**config.mk**
```make
export PLATFORM = sky130hd
export DESIGN_NAME = uart_lock_sequencer
export DESIGN_NICKNAME = d
export VERILOG_FILES = /design/src/rtl/uart_lock_sequencer.sv
export SDC_FILE = /design/constraint.sdc
export NUM_CORES = 1
export LEC_CHECK = 0
export CAP_MARGIN = 20
export CORE_MARGIN = 8
export CORE_UTILIZATION = 50
export DETAILED_ROUTE_END_ITERATION = 8
export GPL_ROUTABILITY_DRIVEN = 0
export PLACE_DENSITY = 0.68
export REMOVE_ABC_BUFFERS = 1
export SETUP_SLACK_MARGIN = 0.4
export SYNTH_ARGS = -nofsm -noshare
export SYNTH_HDL_FRONTEND = slang
export SYNTH_SLANG_ARGS = --single-unit
export TNS_END_PERCENT = 5
```
**constraint.sdc**
```tcl
create_clock -name clk -period 2.43 [get_ports clk]
set_input_delay 0.243 -clock clk [delete_from_list [all_inputs] [get_ports clk]]
set_output_delay 0.243 -clock clk [all_outputs]
set_load 0.01 [all_outputs]
```
**src/rtl/uart_lock_sequencer.sv**
```systemverilog
// PIN-gated door lock sequencer fed by a uart_rx byte stream.
// Optional feature macro: LOCK_AUTO_RELOCK_EN (open timer and auto-relock).
module uart_lock_sequencer #(
    parameter int unsigned PIN_LEN        = 4,
    parameter logic [63:0] PIN            = 64'h31323334,
    parameter int unsigned OPEN_CYCLES    = 250_000_000,
    parameter int unsigned ENTRY_TIMEOUT  = 500_000_000,
    parameter int unsigned MAX_FAILS      = 3,
    parameter int unsigned LOCKOUT_CYCLES = 1_500_000_000
) (
    input  logic       clk,
    input  logic       rst,
    input  logic       rx_valid,
    input  logic [7:0] rx_byte,
    output logic       lock_open,
    output logic       entry_active,
    output logic       lockout,
    output logic [3:0] fail_count
);

    localparam int unsigned IDX_W = $clog2(PIN_LEN) + 1;
    localparam int unsigned ENT_W = $clog2(ENTRY_TIMEOUT) + 1;
    localparam int unsigned LCK_W = $clog2(LOCKOUT_CYCLES) + 1;

    localparam logic [7:0] CH_A = 8'h41;
    localparam logic [7:0] CH_C = 8'h43;

    typedef enum logic [1:0] {
        S_IDLE,
        S_ENTRY,
        S_OPEN,
        S_LOCKOUT
    } state_t;

    state_t             state_q, state_d;
    logic [IDX_W-1:0]   idx_q, idx_d;
    logic               miss_q, miss_d;
    logic [ENT_W-1:0]   ent_tmr_q, ent_tmr_d;
    logic [LCK_W-1:0]   lck_tmr_q, lck_tmr_d;
    logic [3:0]         fail_q, fail_d;
    logic               lock_open_q, entry_active_q, lockout_q;

    logic               is_digit;
    logic               digit_miss;
    logic               final_miss;
    logic [3:0]         fail_inc;
    logic [63:0]        pin_shifted;
    int unsigned        shamt;

`ifdef LOCK_AUTO_RELOCK_EN
    localparam int unsigned OPN_W = $clog2(OPEN_CYCLES) + 1;
    logic [OPN_W-1:0]   opn_tmr_q, opn_tmr_d;
`else
    logic               unused_open_cfg;
    assign unused_open_cfg = ^OPEN_CYCLES;
`endif

    // Digits are never stored: compare against the PIN digit at the current index.
    always_comb begin
        shamt       = 8 * (PIN_LEN - 1 - 32'(idx_q));
        pin_shifted = PIN >> shamt;
        is_digit    = (rx_byte >= 8'h30) && (rx_byte <= 8'h39);
        digit_miss  = (rx_byte != pin_shifted[7:0]);
        final_miss  = miss_q | digit_miss;
        fail_inc    = (fail_q == 4'hF) ? fail_q : fail_q + 4'd1;
    end

    always_comb begin
        state_d   = state_q;
        idx_d     = idx_q;
        miss_d    = miss_q;
        ent_tmr_d = ent_tmr_q;
        lck_tmr_d = lck_tmr_q;
        fail_d    = fail_q;
`ifdef LOCK_AUTO_RELOCK_EN
        opn_tmr_d = opn_tmr_q;
`endif
        unique case (state_q)
            S_IDLE: begin
                if (rx_valid && rx_byte == CH_A) begin
                    state_d   = S_ENTRY;
                    idx_d     = '0;
                    miss_d    = 1'b0;
                    ent_tmr_d = '0;
                end
            end
            S_ENTRY: begin
                // Timeout wins over a byte arriving in the same cycle.
                if (ent_tmr_q == ENT_W'(ENTRY_TIMEOUT - 1)) begin
                    state_d = S_IDLE;
                end else if (rx_valid) begin
                    if (!is_digit) begin
                        state_d = S_IDLE;
                    end else begin
                        ent_tmr_d = '0;
                        miss_d    = final_miss;
                        if (idx_q != '1) idx_d = idx_q + IDX_W'(1);
                        if (idx_q == IDX_W'(PIN_LEN - 1)) begin
                            if (final_miss) begin
                                fail_d = fail_inc;
                                if (fail_inc == 4'(MAX_FAILS)) begin
                                    state_d   = S_LOCKOUT;
                                    lck_tmr_d = '0;
                                end else begin
                                    state_d = S_IDLE;
                                end
                            end else begin
                                state_d = S_OPEN;
                                fail_d  = '0;
`ifdef LOCK_AUTO_RELOCK_EN
                                opn_tmr_d = '0;
`endif
                            end
                        end
                    end
                end else if (ent_tmr_q != '1) begin
                    ent_tmr_d = ent_tmr_q + ENT_W'(1);
                end
            end
            S_OPEN: begin
`ifdef LOCK_AUTO_RELOCK_EN
                if (opn_tmr_q == OPN_W'(OPEN_CYCLES - 1)) begin
                    state_d = S_IDLE;
                end else begin
                    if (rx_valid && rx_byte == CH_C) state_d = S_IDLE;
                    if (opn_tmr_q != '1) opn_tmr_d = opn_tmr_q + OPN_W'(1);
                end
`else
                if (rx_valid && rx_byte == CH_C) state_d = S_IDLE;
`endif
            end
            S_LOCKOUT: begin
                if (lck_tmr_q == LCK_W'(LOCKOUT_CYCLES - 1)) begin
                    state_d = S_IDLE;
                    fail_d  = '0;
                end else if (lck_tmr_q != '1) begin
                    lck_tmr_d = lck_tmr_q + LCK_W'(1);
                end
            end
            default: state_d = S_IDLE;
        endcase
    end

    always_ff @(posedge clk) begin
        if (rst) begin
            state_q        <= S_IDLE;
            idx_q          <= '0;
            miss_q         <= 1'b0;
            ent_tmr_q      <= '0;
            lck_tmr_q      <= '0;
            fail_q         <= '0;
            lock_open_q    <= 1'b0;
            entry_active_q <= 1'b0;
            lockout_q      <= 1'b0;
`ifdef LOCK_AUTO_RELOCK_EN
            opn_tmr_q      <= '0;
`endif
        end else begin
            state_q        <= state_d;
            idx_q          <= idx_d;
            miss_q         <= miss_d;
            ent_tmr_q      <= ent_tmr_d;
            lck_tmr_q      <= lck_tmr_d;
            fail_q         <= fail_d;
            lock_open_q    <= (state_d == S_OPEN);
            entry_active_q <= (state_d == S_ENTRY);
            lockout_q      <= (state_d == S_LOCKOUT);
`ifdef LOCK_AUTO_RELOCK_EN
            opn_tmr_q      <= opn_tmr_d;
`endif
        end
    end

    assign lock_open    = lock_open_q;
    assign entry_active = entry_active_q;
    assign lockout      = lockout_q;
    assign fail_count   = fail_q;

endmodule
```
**Word level (Yosys, flattened, before mapping)**

Index checks and enable logic that the tools add are counted.

- Output and inout bits: 7
- Bits of input ports: 11
- Logic and storage cells: 103
- Register bits: 75

- Reductions and logical operators: 11
- Bitwise logic cells: 1
- Shift operators: 1
- Add/subtract/negate cells: 5
- Equality and inequality tests: 30
- Mux-type cells: 44
- Order comparisons: 2

Operators with widths:

| operator | count |
|---|---|
| 2-to-1 mux 32 bit | 8 |
| 2-to-1 mux 30 bit | 5 |
| one-hot mux 32 bit (2 select lines) | 1 |
| one-hot mux 30 bit (2 select lines) | 1 |
| adder 32 x 1 -> 32 bit (second input constant) | 1 |
| == test 32 x 31 -> 1 bit (second input constant) | 1 |
| inequality test 32 bit (second input constant) | 1 |
| right shift 30 x 32 -> 8 bit (first input constant) | 1 |
| adder 30 x 1 -> 30 bit (second input constant) | 1 |
| == test 30 x 29 -> 1 bit (second input constant) | 1 |
| inequality test 30 bit (second input constant) | 1 |
| 2-to-1 mux 4 bit | 7 |
| inequality test 2 bit (second input constant) | 11 |
| 2-to-1 mux 2 bit | 9 |
| == test 8 x 7 -> 1 bit (second input constant) | 2 |
| 2-to-1 mux 3 bit | 5 |
| AND reduction 6 bit | 2 |
| AND reduction 5 bit | 2 |
| inequality test 3 bit (second input constant) | 3 |
| AND reduction 9 bit | 1 |
| == test 2 bit (second input constant) | 4 |
| >= comparator 8 x 6 -> 1 bit (second input constant) | 1 |
| less-or-equal comparator 8 x 6 -> 1 bit (second input constant) | 1 |
| inequality test 8 bit | 1 |
| 16 further kinds | 23 |

**Depth between registers and ports, before layout**

- Word-level depth: 11
- Gate-level depth with buffers: 9
- Gate-level depth less buffers: 8

**Least setup slack after synthesis**

No wires, ideal clock.

- Path type: flip-flop to flip-flop
- Start point: register fail_q[0] (netlist: fail_count[0])
- End point: register lck_tmr_q[18]
- Data required time: 2.312 ns
- Cell stages (with the launch flop): 9
- Slack: 0.192 ns
- Clock period less this slack: 2.238 ns
- Data arrival time: 2.120 ns
- Buffers on the path: 0
- Setup time: 0.118 ns
- Path through: dfxtp_1 ha_1 xor2_1 or4_4 nor3_2 o211ai_2 and2_4 or4_4 mux2i_1

- Longest elaborated chain between the ends: 5
- Elaborated cells between the ends (all ways): 6
- Those cells by class: add/sub (1); eq/ne (3); mux (1); reduce/logical (1)

Ends and longest elaborated chain:

| item | line | text |
|---|---|---|
| start: declaration | 40 | `logic [3:0] fail_q, fail_d;` |
| start signal: assignment | 164 | `fail_q <= fail_d;` |
| adder 4 x 1 -> 4 bit / == test 4 bit (equally long branches) | 65 | `fail_inc = (fail_q == 4'hF) ? fail_q : fail_q + 4'd1;` |
| 2-to-1 mux 4 bit * | 65 |  |
| == test 4 x 2 -> 1 bit * | 101 | `if (fail_inc == 4'(MAX_FAILS)) begin` |
| inequality test 2 bit (no line) * | -- |  |
| AND reduction 9 bit (no line) * | -- |  |
| end signal: assignment | 163 | `lck_tmr_q <= lck_tmr_d;` |
| end: declaration | 39 | `logic [LCK_W-1:0] lck_tmr_q, lck_tmr_d;` |

Mark *: on every way between the ends. The rest lies on a longest branch, timed or not.
A chain may end at the register's enable or synchronous reset.

**Worst setup path in the final report**

Same ends and word-level chain as after synthesis.

==> metrics <==
initial core utilization=between 50% and 60%; total number of vias=4186; total negative setup slack=0 ns; Synth area leader=dfxtp_1; hold bufs inserted after CTS=0; slowest library cell on the worst path=or4_4; Hold Path Cell Cnt=2; R2R depth=8; Die ar.=around 12000 um^2; ranking of synthesized cells by area=dfxtp_1 (35%), xnor2_1 (9.8%), nor2_1 (6.6%), nor3_1 (4.0%), nand4_1 (3.6%); Crit path max-delay family=simple AND/OR/NAND/NOR gates; utilization after layout=63.82%; syn avg cell area=approximately 8.0 um^2; clock root cell=clkbuf_8; CTS Sinks=75; PnR worst setup slack=0.1425 ns; fill cell count=~730; Post-DRT Antenna Nets=0; Synth Flop Type=dfxtp_1; core outline area=around 8300 um^2; DRT Pass-1 Iters=5; Fmax achieved=around 440 MHz; post-synth top area share=around a third; # DRC=0; clock skew=around 0.010 ns; first-pass GRT wire length=roughly 19 mm; Req. time, crit path=2.68 ns; dpl ws=-0.1186 ns; vias in the first global route=just under 4000; CP startpoint=fail_count[0]$_SDFFE_PP0P_; Syn Inst Count=536; Via density=5.929; antenna violations before repair=0; commonest non-fill, non-tap cell in the layout=nor2_1; insertion delay to the later sink of the worst-skew pair=about 0.35 ns; mapped cell area=4289 um^2; Worst Tran Pin Value=approximately 0.47 ns; Post-synth EDFFs=0; Crit. End Element=register; slowest stage delay, CP=~0.50 ns; final WL=11.08 mm; Yosys warning total=0; final worst-path cycle share=around 94%; #FFs+latches synth=between 70 and 80; Power Dens Cells=roughly 470 nW/um^2; port bufs=17; # setup viols final=0; Final nets=~610; Post-synth ARST share=0%; grt ovf=0; fin crit period=~2.3 ns; HP Start=ent_tmr_q[1]$_SDFFE_PP0P_; RSZ-0062 raised after global routing=true; CTS tree=yes; Max clock buf depth=2; Seq/Total Area, Yosys=between 30% and 40%; worst hold endpoint=ent_tmr_q[1]$_SDFFE_PP0P_; most frequent cells in the layout=nor2_1 (75), dfxtp_1 (70), buf_4 (49); VDD IR max=approximately 0.32 mV; Ports=18; die width=~110 um; Die Y=108.6 um; CP Cell Sequence=ha_1 > inv_1 > or4_4 > nor3_4 > o211ai_4 > and2_4 > or4_4 > mux2i_1; flop2flop setup slack=0.14 ns; CTS H-Tree Depth=3; Rows=33; data arrival time of the critical path=2.54 ns; status=finished, final reports clean; CP most frequent cell=or4_4; CP Max Fanout=8; Area Overhead vs Synth=22.87%; Netlist cell types=65; maxcap violations=0; Static Leak=approximately 1.7 nW; Diodes inserted=0; Hold Violations, Final=0; Reg-to-Reg End=lck_tmr_q[18]$_SDFFE_PP0P_; Hold Crit Class=reg -> reg; GRT Total Usage=approximately a fifth; share of cells above drive strength 1=18.14%; Reg-to-Reg Start=fail_count[0]$_SDFFE_PP0P_; Iteration-0 DRC Markers=around 250; Slew headroom=67.99%; HPWL after DPL=approximately 8 mm; crit path buf inv count=1; CTS Buf Count=9; Max Slew Vio Count=0; Clock transition at path regs=~0.080 ns; CP Class=reg -> reg; CP Launch Type=register; largest net degree at the start of global routing=26; mean routed wirelength per cell=around 16 um
==> flip-flops by register name (all words and copies together) (netlist names) <==
signal	flops
lock_open	1
miss_q	1
entry_active	1
idx_q	3
state_q	2
ent_tmr_q	30
fail_count	4
lockout	1
lck_tmr_q	32
==> kinds of logic after synthesis <==
kind of cell / count (synthesis) / synth area share, %
XOR/XNOR: 50 / 10.21
buffers and inverters: 37 / 3.734
AO/OA/AOI/OAI: 63 / 9.860
multiplexers: 4 / 0.9627
AND/OR/NAND/NOR: 301 / 38.48
flip-flops: 75 / 35.01
adder cells (fa/ha/maj): 6 / 1.750
==> per-layer routing <==
| metal | GRT usage, % | up-vias | share of wire, % |
|---|---|---|---|
| met1 | 23.17 | 1968 | 45 |
| li1 | - | 2080 | - |
| met2 | 32.96 | 112 | 49 |
| met4 | 7.918 | 0 | 2.3 |
| met3 | 3.422 | 26 | 4.4 |
| met5 | 0 | - | 0 |
==> layout make-up <==
class | count | area [um^2] | share of cell area [%]
clock inverters | 6 | 112.6 | 2.137
clock buffers | 10 | 127.6 | 2.422
inverters | 14 | 52.55 | 0.9972
repair buffers | 72 | 606.8 | 11.51
well taps | 105 | 131.4 | 2.493
flip-flops and latches | 75 | 1508 | 28.61
multi-input cells | 424 | 2731 | 51.83
==> power by group <==
group | switching (mW) | internal [mW] | leakage, nW
registers | 0.000121 | 1.23 | 0.606
clock network | 0.489 | 0.686 | 0.121
logic | 0.0457 | 0.0385 | 0.996
==> worst reg2reg max path, cell delays in order, from the launching register on <==
cell	delay (ns)
dfxtp_1	0.32
ha_1	0.27
inv_1	0.04
or4_4	0.50
nor3_4	0.17
o211ai_4	0.16
and2_4	0.18
or4_4	0.41
mux2i_1	0.12
==> cells in the mapped netlist (2+ instances only) <==
master	n
buf_2	12
or4b_1	2
clkbuf_2	2
clkbuf_1	7
a41oi_1	2
or4_1	4
or2_2	3
nor4_2	3
a22oi_1	2
and4_1	9
and2_1	10
nor2_1	75
nor3b_1	7
nand3b_1	2
inv_1	14
dfxtp_1	75
o41ai_1	2
nand3_1	30
nor4b_1	4
nand2_1	37
nor4bb_1	3
nor4_1	21
nor3_1	34
nand2b_1	6
nand4_1	25
nand4b_1	2
o21ai_1	4
or3_1	8
o21ai_0	14
xnor2_1	48
a21oi_1	13
o211ai_1	3
xor2_1	2
and3_1	5
or4_4	2
o31ai_1	2
mux2i_1	3
a211oi_1	7
ha_1	6
==> worst max-delay path by stage <==
| stage | to | slack, ns | cells past startpoint |
|---|---|---|---|
| 6_report | lck_tmr_q[18]$_SDFFE_PP0P_ | 0.14 | 8 |
| 5_1_grt | lck_tmr_q[24]$_SDFFE_PP0P_ | 0.03 | 8 |
| 4_1_cts | lck_tmr_q[18]$_SDFFE_PP0P_ | 0.17 | 8 |
| 3_5_place_dp | lck_tmr_q[22]$_SDFFE_PP0P_ | -0.12 | 8 |
| 3_3_place_gp | lck_tmr_q[15]$_SDFFE_PP0P_ | -0.03 | 7 |
| 2_1_floorplan | ent_tmr_q[25]$_SDFFE_PP0P_ | -0.52 | 8 |
==> timing repair <==
item,4_1_cts,5_1_grt
pin swaps,4,3
gates cloned,0,2
buffers inserted,3,2
resized for setup,6,27
endpoints found under the setup margin,68,75
==> through the flow <==
stage / instance area [um^2] / hold WS [ns] / cells / total power, mW
after floorplan: 4182 / 0.3121 / 513 / 1.283
after global placement: 4860 / 0.4805 / 683 / 1.335
after detailed placement: 4860 / 0.4812 / 683 / 1.336
after CTS: 5156 / 0.4947 / 702 / 2.501
after global routing: 5270 / 0.5176 / 706 / 2.561
final: 5270 / 0.4948 / 706 / 2.487
No activity file was read; power rests on OpenSTA's default activity.
